<file path="config.mk">
export PLATFORM = sky130hd
export DESIGN_NAME = fetch_queue_flat
export DESIGN_NICKNAME = d
export VERILOG_FILES = /design/src/rtl/fetch_queue_if.sv /design/src/rtl/fetch_queue.sv /design/src/flat_wrapper.sv
export SDC_FILE = /design/constraint.sdc
export NUM_CORES = 1
export LEC_CHECK = 0
export BUFFER_PORTS_ARGS = -buffer_cell sky130_fd_sc_hd__buf_4
export CAP_MARGIN = 10
export CORE_MARGIN = 5
export CORE_UTILIZATION = 40
export DETAILED_ROUTE_END_ITERATION = 10
export REMOVE_ABC_BUFFERS = 1
export SETUP_SLACK_MARGIN = 0.2
export SYNTH_ARGS = -nofsm -noshare
export SYNTH_HDL_FRONTEND = slang
export SYNTH_SLANG_ARGS = --single-unit
</file>
<file path="constraint.sdc">
create_clock -name clk -period 10.7 [get_ports clk]
set_clock_uncertainty 0.15 [all_clocks]
set_input_delay 2.14 -clock clk [delete_from_list [all_inputs] [get_ports clk]]
set_output_delay 2.14 -clock clk [all_outputs]
set_load 0.1 [all_outputs]
</file>
<file path="src/rtl/fetch_queue_if.sv">
// Fetch-stage bus bundle.
// Carries the instruction-memory request/response channel, the branch
// redirect from downstream, and the valid/ready instruction channel to decode.
//   master : the fetch queue itself (drives requests and the decode channel)
//   slave  : the environment (instruction memory, branch unit, decode)
// Signals:
//   imem_req_valid/addr/ready  fetch request handshake, byte address
//   imem_rsp_valid/data        in-order instruction word returns
//   redirect_valid/pc          taken branch, restart fetch at redirect_pc
//   inst_valid/inst/inst_pc    queue head presented to decode
//   inst_ready                 decode consumes the head this cycle
interface fetch_queue_if #(
  parameter int N = 64
);
  logic          imem_req_valid;
  logic [N-1:0]  imem_req_addr;
  logic          imem_req_ready;
  logic          imem_rsp_valid;
  logic [31:0]   imem_rsp_data;
  logic          redirect_valid;
  logic [N-1:0]  redirect_pc;
  logic          inst_valid;
  logic [31:0]   inst;
  logic [N-1:0]  inst_pc;
  logic          inst_ready;

  modport master (
    output imem_req_valid, imem_req_addr, inst_valid, inst, inst_pc,
    input  imem_req_ready, imem_rsp_valid, imem_rsp_data,
           redirect_valid, redirect_pc, inst_ready
  );

  modport slave (
    input  imem_req_valid, imem_req_addr, inst_valid, inst, inst_pc,
    output imem_req_ready, imem_rsp_valid, imem_rsp_data,
           redirect_valid, redirect_pc, inst_ready
  );
endinterface

</file>
<file path="src/rtl/fetch_queue.sv">
// LEGv8 instruction fetch queue.
// Holds the fetch PC, issues pipelined word requests to instruction memory,
// buffers returned words in a DEPTH-entry queue and presents them to decode.
// A branch redirect restarts fetch and flushes queued and in-flight words.
// Ports:
//   clk    rising-edge clock
//   reset  synchronous, active-high; clears all state in one cycle
//   bus    fetch_queue_if.master (memory request/response, redirect, decode)
// Parameters:
//   N        PC/address width
//   DEPTH    instruction queue entries (power of two, >= 2)
//   RESET_PC fetch address after reset
module fetch_queue #(
  parameter int           N        = 64,
  parameter int           DEPTH    = 4,
  parameter logic [N-1:0] RESET_PC = '0
) (
  input  logic          clk,
  input  logic          reset,
  fetch_queue_if.master bus
);

  localparam int AW = $clog2(DEPTH);
  localparam int CW = AW + 1;
  localparam logic [CW:0] DEPTH_C = (CW+1)'(DEPTH);

  typedef logic [CW-1:0] cnt_t;

  logic [N-1:0]  r_pc;
  cnt_t          r_count;
  cnt_t          r_out;
  cnt_t          r_drop;

  // Instruction queue (word + its address)
  logic [31:0]   r_q_inst [DEPTH];
  logic [N-1:0]  r_q_pc   [DEPTH];
  logic [AW-1:0] r_q_head;
  logic [AW-1:0] r_q_tail;

  // Addresses of requests in flight, in issue order
  logic [N-1:0]  r_pf     [DEPTH];
  logic [AW-1:0] r_pf_head;
  logic [AW-1:0] r_pf_tail;

  logic [CW:0]   w_inflight;
  logic          w_req_valid;
  logic          w_req_fire;
  logic          w_rsp_fire;
  logic          w_rsp_keep;
  logic          w_pop;
  cnt_t          w_out_next;

  // Credit rule: queued plus in-flight words never exceed the queue size,
  // so every response is guaranteed a free slot.
  assign w_inflight  = {1'b0, r_count} + {1'b0, r_out};
  assign w_req_valid = !reset && !bus.redirect_valid && (w_inflight < DEPTH_C);
  assign w_req_fire  = w_req_valid && bus.imem_req_ready;
  // A response with nothing outstanding is a protocol error and is ignored.
  assign w_rsp_fire  = bus.imem_rsp_valid && (r_out != '0);
  // Responses are discarded while stale ones drain, and in a redirect cycle.
  assign w_rsp_keep  = w_rsp_fire && (r_drop == '0) && !bus.redirect_valid;
  assign w_pop       = (r_count != '0) && bus.inst_ready;
  assign w_out_next  = r_out + cnt_t'(w_req_fire) - cnt_t'(w_rsp_fire);

  always_ff @(posedge clk) begin
    if (reset) begin
      r_pc      <= RESET_PC;
      r_count   <= '0;
      r_out     <= '0;
      r_drop    <= '0;
      r_q_head  <= '0;
      r_q_tail  <= '0;
      r_pf_head <= '0;
      r_pf_tail <= '0;
      for (int i = 0; i < DEPTH; i++) begin
        r_q_inst[i] <= '0;
        r_q_pc[i]   <= '0;
        r_pf[i]     <= '0;
      end
    end else begin
      if (w_req_fire) begin
        r_pc             <= r_pc + N'(4);
        r_pf[r_pf_tail]  <= r_pc;
        r_pf_tail        <= r_pf_tail + AW'(1);
      end
      // Dropped responses still pop their address so pairing stays aligned.
      if (w_rsp_fire) begin
        r_pf_head <= r_pf_head + AW'(1);
      end
      r_out <= w_out_next;

      if (bus.redirect_valid) begin
        // No request fires in a redirect cycle, so this pc write is exclusive.
        r_pc     <= bus.redirect_pc & ~N'(3);
        r_drop   <= w_out_next;
        r_count  <= '0;
        r_q_head <= '0;
        r_q_tail <= '0;
      end else begin
        if (w_rsp_fire && (r_drop != '0)) begin
          r_drop <= r_drop - cnt_t'(1);
        end
        if (w_rsp_keep) begin
          r_q_inst[r_q_tail] <= bus.imem_rsp_data;
          r_q_pc[r_q_tail]   <= r_pf[r_pf_head];
          r_q_tail           <= r_q_tail + AW'(1);
        end
        if (w_pop) begin
          r_q_head <= r_q_head + AW'(1);
        end
        r_count <= r_count + cnt_t'(w_rsp_keep) - cnt_t'(w_pop);
      end
    end
  end

  assign bus.imem_req_valid = w_req_valid;
  assign bus.imem_req_addr  = r_pc;
  assign bus.inst_valid     = (r_count != '0);
  assign bus.inst           = r_q_inst[r_q_head];
  assign bus.inst_pc        = r_q_pc[r_q_head];

endmodule

</file>
<file path="src/flat_wrapper.sv">
// flat-port wrapper written by rule: the top's interface ports become plain ports
module fetch_queue_flat 
#(
  parameter int           N        = 64,
  parameter int           DEPTH    = 4,
  parameter logic [N-1:0] RESET_PC = '0
)
  (clk, reset, bus_imem_req_valid, bus_imem_req_addr, bus_inst_valid, bus_inst, bus_inst_pc, bus_imem_req_ready, bus_imem_rsp_valid, bus_imem_rsp_data, bus_redirect_valid, bus_redirect_pc, bus_inst_ready);
  fetch_queue_if #(.N(N)) bus_i ();
  input  logic clk;
  input  logic reset;
  output wire logic [$bits(bus_i.imem_req_valid)-1:0] bus_imem_req_valid;
  output wire logic [$bits(bus_i.imem_req_addr)-1:0] bus_imem_req_addr;
  output wire logic [$bits(bus_i.inst_valid)-1:0] bus_inst_valid;
  output wire logic [$bits(bus_i.inst)-1:0] bus_inst;
  output wire logic [$bits(bus_i.inst_pc)-1:0] bus_inst_pc;
  input wire logic [$bits(bus_i.imem_req_ready)-1:0] bus_imem_req_ready;
  input wire logic [$bits(bus_i.imem_rsp_valid)-1:0] bus_imem_rsp_valid;
  input wire logic [$bits(bus_i.imem_rsp_data)-1:0] bus_imem_rsp_data;
  input wire logic [$bits(bus_i.redirect_valid)-1:0] bus_redirect_valid;
  input wire logic [$bits(bus_i.redirect_pc)-1:0] bus_redirect_pc;
  input wire logic [$bits(bus_i.inst_ready)-1:0] bus_inst_ready;
  assign bus_imem_req_valid = bus_i.imem_req_valid;
  assign bus_imem_req_addr = bus_i.imem_req_addr;
  assign bus_inst_valid = bus_i.inst_valid;
  assign bus_inst = bus_i.inst;
  assign bus_inst_pc = bus_i.inst_pc;
  assign bus_i.imem_req_ready = bus_imem_req_ready;
  assign bus_i.imem_rsp_valid = bus_imem_rsp_valid;
  assign bus_i.imem_rsp_data = bus_imem_rsp_data;
  assign bus_i.redirect_valid = bus_redirect_valid;
  assign bus_i.redirect_pc = bus_redirect_pc;
  assign bus_i.inst_ready = bus_inst_ready;
  fetch_queue #(.N(N), .DEPTH(DEPTH), .RESET_PC(RESET_PC)) u_core (.clk(clk), .reset(reset), .bus(bus_i));
endmodule
</file>
-- After elaboration in Yosys (flattened, before gate mapping)
Memory sizes are Yosys's and may differ from the RTL's. A register that Yosys moved wholly into a read port is not among the register bits.
Cells that the tools add are included.
- memories kept: 3
- bits of input ports: 102
- bits in writable memories: 640
- output and inout bits: 162
- register bits: 81
- muxes and demuxes: 28
- add/sub/neg operators: 11
- $lt $le $gt $ge: 1
- reductions and logical operators: 20
- memory list (memory ; depth ; width ; read ports ; clocked after Yosys merged registers in ; wr ports ; line ; RTL):
    u_core.r_pf ; 4 ; 64 ; 1 ; 1 ; 4 ; fetch_queue.sv:41 ; logic [N-1:0] r_pf [DEPTH];
    u_core.r_q_pc ; 4 ; 64 ; 1 ; 1 ; 4 ; fetch_queue.sv:36 ; logic [N-1:0] r_q_pc [DEPTH];
    u_core.r_q_inst ; 4 ; 32 ; 1 ; 1 ; 4 ; fetch_queue.sv:35 ; logic [31:0] r_q_inst [DEPTH];
- operator list (operator ; number):
    2-to-1 mux 64 bit ; 4
    OR reduction 64 bit ; 2
    adder 64 x 3 -> 64 bit (second input constant) ; 1
    2-to-1 mux 32 bit ; 1
    OR reduction 32 bit ; 1
    2-to-1 mux 2 bit ; 9
    2-to-1 mux 1 bit ; 12
    nonzero test 3 bit ; 3
    adder 2 x 1 -> 2 bit (second input constant) ; 4
    logical AND 1 bit ; 8
    adder 3 x 1 -> 3 bit ; 2
    2-to-1 mux 3 bit ; 2
    subtractor 3 x 1 -> 3 bit ; 2
    adder 3 x 3 -> 4 bit ; 1
    < comparator 4 x 3 -> 1 bit (second input constant) ; 1
    nonzero test 2 bit ; 2
    logical NOT 3 bit ; 1
    subtractor 3 x 1 -> 3 bit (second input constant) ; 1
    logical NOT 1 bit ; 2
    OR reduction 2 bit ; 1

-- Depth between registers and ports, before layout
- word-level depth: 10
- depth in mapped cells: 11

-- Least setup slack after synthesis
No wires, ideal clock.
- kind: input port to flip-flop
- start: input port bus_redirect_valid
- end: memory u_core.r_q_inst[0][0], enable pin
- path buffers: 2
- arrival time: 9.483 ns
- setup time: 0.686 ns
- setup slack: 0.381 ns
- stages on the path: 3
- cell sequence: clkbuf_1 -> clkbuf_1 -> o31ai_1
- RTL lines (what ; line ; RTL):
    from (decl) ; flat_wrapper.sv:20 ; input wire logic [$bits(bus_i.redirect_valid)-1:0] bus_redirect_valid;
    to (decl) ; fetch_queue.sv:35 ;

==> reports/qor.csv <==
metric,value,unit
Max Slew Vio Count,0,
DRC viols,0,
Synth Register Bits,707,
max cap viols,0,
fmax,176.0,MHz
initial antenna violation count,0,
normalized max-slew margin,0.1632,
layout cell share with drive strength beyond 1,0.2312,
final hold vios,0,
CTS tree,done,
M1 WL,35780,um
met3 wirelength from detailed routing,7180,um
maximum vdd drop,0.1112,mV
overall power,7233,uW
Longest Clk Path Bufs,3,
Power Dens Cells,199.8,nW/um2
ys async rst share,0,
clock root buffer,clkbuf_16,
status,"finished, final reports clean",
CTS Hold Bufs,0,
CTS HTree Levels,3,
Clock Latency Late Sink,0.62,ns
via count,19210,
Final Critical Period,5.681,ns
Pleak,0.01355,uW
"Seq/Total Area, Yosys",0.6611,
Iter 0 DRT Violations,1865,
CTS buffer count,76,
PortBufs,257,
Congestion Overflow GR,0,
Starting Density,0.4049,
gpl congestion,0.8245,
Core ar.,76200,um2
Worst-Margin Slew,1.255,ns
clock sinks,707,
FP Rows,101,
fill count,6736,
Worst Path Required,10.78,ns
final setup TNS,0,ns
Routed Wire Length,86790,um
Worst Setup End Kind,flop,
DRT antenna net count,0,
Cell variety after synth,63,
setup bufs post-CTS,0,
top cell type's share of synthesized area,0.6073,
antenna cell count,0,
largest net degree at the start of global routing,80,
"most common cell after layout, fill and taps aside",edfxtp_1,
"Top FF cell, synth",edfxtp_1,
most frequent cells in the layout,"624 x edfxtp_1, 338 x nor2_1, 288 x buf_4",
Top Layer Used,met4,
synthesized instance count,2245,
DR pass1 iterations,5,
Startpoint Class,input pin,
clock transition at the registers of the reported paths,0.06,ns
CP Data Arrival Time,5.76,ns
met2 WL,42510,um
post-CTS resize count,0,
Hold Crit Class,reg2reg,
global-route wire length before repair,127900,um
Crit Path Category,in2reg,
Synth warnings,0,
Mapped Area,30860,um2
footprint of the multi-input gates,9510,um2
# nets final,2567,
Post-synth EDFFs,624,
Die Y,287.7,um
chip width,287.7,um
Reg area,20410,um2
final core occ,0.4752,
post-DR vias/cell,5.415,
drt wl/cell,24.47,um
Hold WS,0.3720,ns
CP Max Fanout,60,
synth top area cells,"edfxtp_1 61%, mux4_2 11%, dfxtp_1 5.4%",
most area-hungry cell type in the Yosys netlist,edfxtp_1,
vias in the first global route,20070,
syn avg cell area,13.74,um2
Die Area,82800,um2
RSZ-0062 raised after global routing,false,
Global Route Usage Sum,0.2077,
final setup vio count,0,
dpl hpwl,50110,um
Area Growth Syn to Fin,17.34,%
Final period util,0.5309,
# IOs,264,
==> layout make-up <==
| cell class | instances | share of cell area |
|---|---|---|
| clock buffers | 105 | 0.05840 |
| flip-flops and latches | 707 | 0.5638 |
| repair buffers | 288 | 0.05971 |
| multi-input cells | 1264 | 0.2627 |
| well taps | 1030 | 0.03559 |
| clock inverters | 36 | 0.007706 |
| inverters | 117 | 0.01213 |
==> worst max-delay path, cell delays in order <==
cell     delay (ns)
buf_4          0.22
inv_2          0.31
nand2_1        0.28
nor2_4         0.97
nand2_1        0.24
nand2_4        0.85
buf_4          0.70
==> registers in the layout, summed over array words and instances, names as in the netlist, named ones only <==
name                      cells
u_core.r_count                3
u_core.r_q_tail               2
u_core.bus.imem_req_addr     62
u_core.r_pf_head              2
u_core.r_drop                 3
u_core.r_pf                 248
u_core.r_q_inst             128
u_core.r_q_head               2
u_core.r_out                  3
u_core.r_pf_tail              2
u_core.r_q_pc               248
==> logic make-up after synthesis <==
family	synth area share
simple gates	0.1449
flops	0.6611
fa+ha+maj	0.004947
mux	0.1171
buf+inv	0.03463
other cells	0.0001215
compound gates	0.02526
xor+xnor	0.01192
==> layer usage <==
metal / vias to the layer above / global-route usage
li1: 8540 / -
met1: 9910 / 0.2802
met2: 673 / 0.3454
met3: 85 / 0.05107
met4: 0 / 0.04378
met5: - / 0
==> cell usage after synthesis (2+ instances only) <==
cell type and count:
ha_1 9, o22ai_1 10, buf_4 4, nor4_2 2, a211oi_1 9, dfxtp_1 83, nand3_1 32, or2_0 2
mux4_2 156, nor3_1 30, o21ai_1 5, nor2_1 340, buf_2 5, nand4_1 28, o21ai_0 21, nor3_2 2
a31oi_1 21, buf_1 21, nand4b_1 3, and4_1 5, o211ai_1 2, or4_1 3, mux2i_1 10, a22oi_1 8
or2_2 5, nor2b_1 6, and3_1 26, nand2_1 160, fa_1 2, nor3b_1 2, or3_1 5, xor2_1 7
nor4_1 17, xnor2_1 35, inv_2 2, edfxtp_1 624, inv_1 114, a2bb2oi_1 2, clkbuf_1 129, a21oi_1 45
and2_1 231
==> power by group <==
group	leakage [uW]	switching, uW	internal [uW]	total (uW)
clock network	0.00117	1080	1460	2540
registers	0.00714	130	3190	3320
logic	0.00525	973	398	1370
==> path summary, 6_finish.rpt <==
path	startpoint	end	slack, ns	depth (start not counted)
min	u_core.r_q_head[1]	u_core.r_q_head[1]	0.37	2
max reg2reg	u_core.r_out[1]	u_core.r_q_inst[2][6]	6.43	6
min reg2reg	u_core.r_q_head[1]	u_core.r_q_head[1]	0.37	2
max	reset	u_core.r_q_inst[2][6]	5.02	7
==> metrics by stage <==
stage                     area (um2)  std cells  worst slack, ns
after floorplan                30240       2088          -0.1677
after detailed placement       33810       3406            4.327
after global routing           36210       3547            4.805
after global placement         33810       3406            4.320
after CTS                      36210       3547            4.966
final                          36210       3547            5.019
Note: power is estimated with default switching activity, not from simulation.
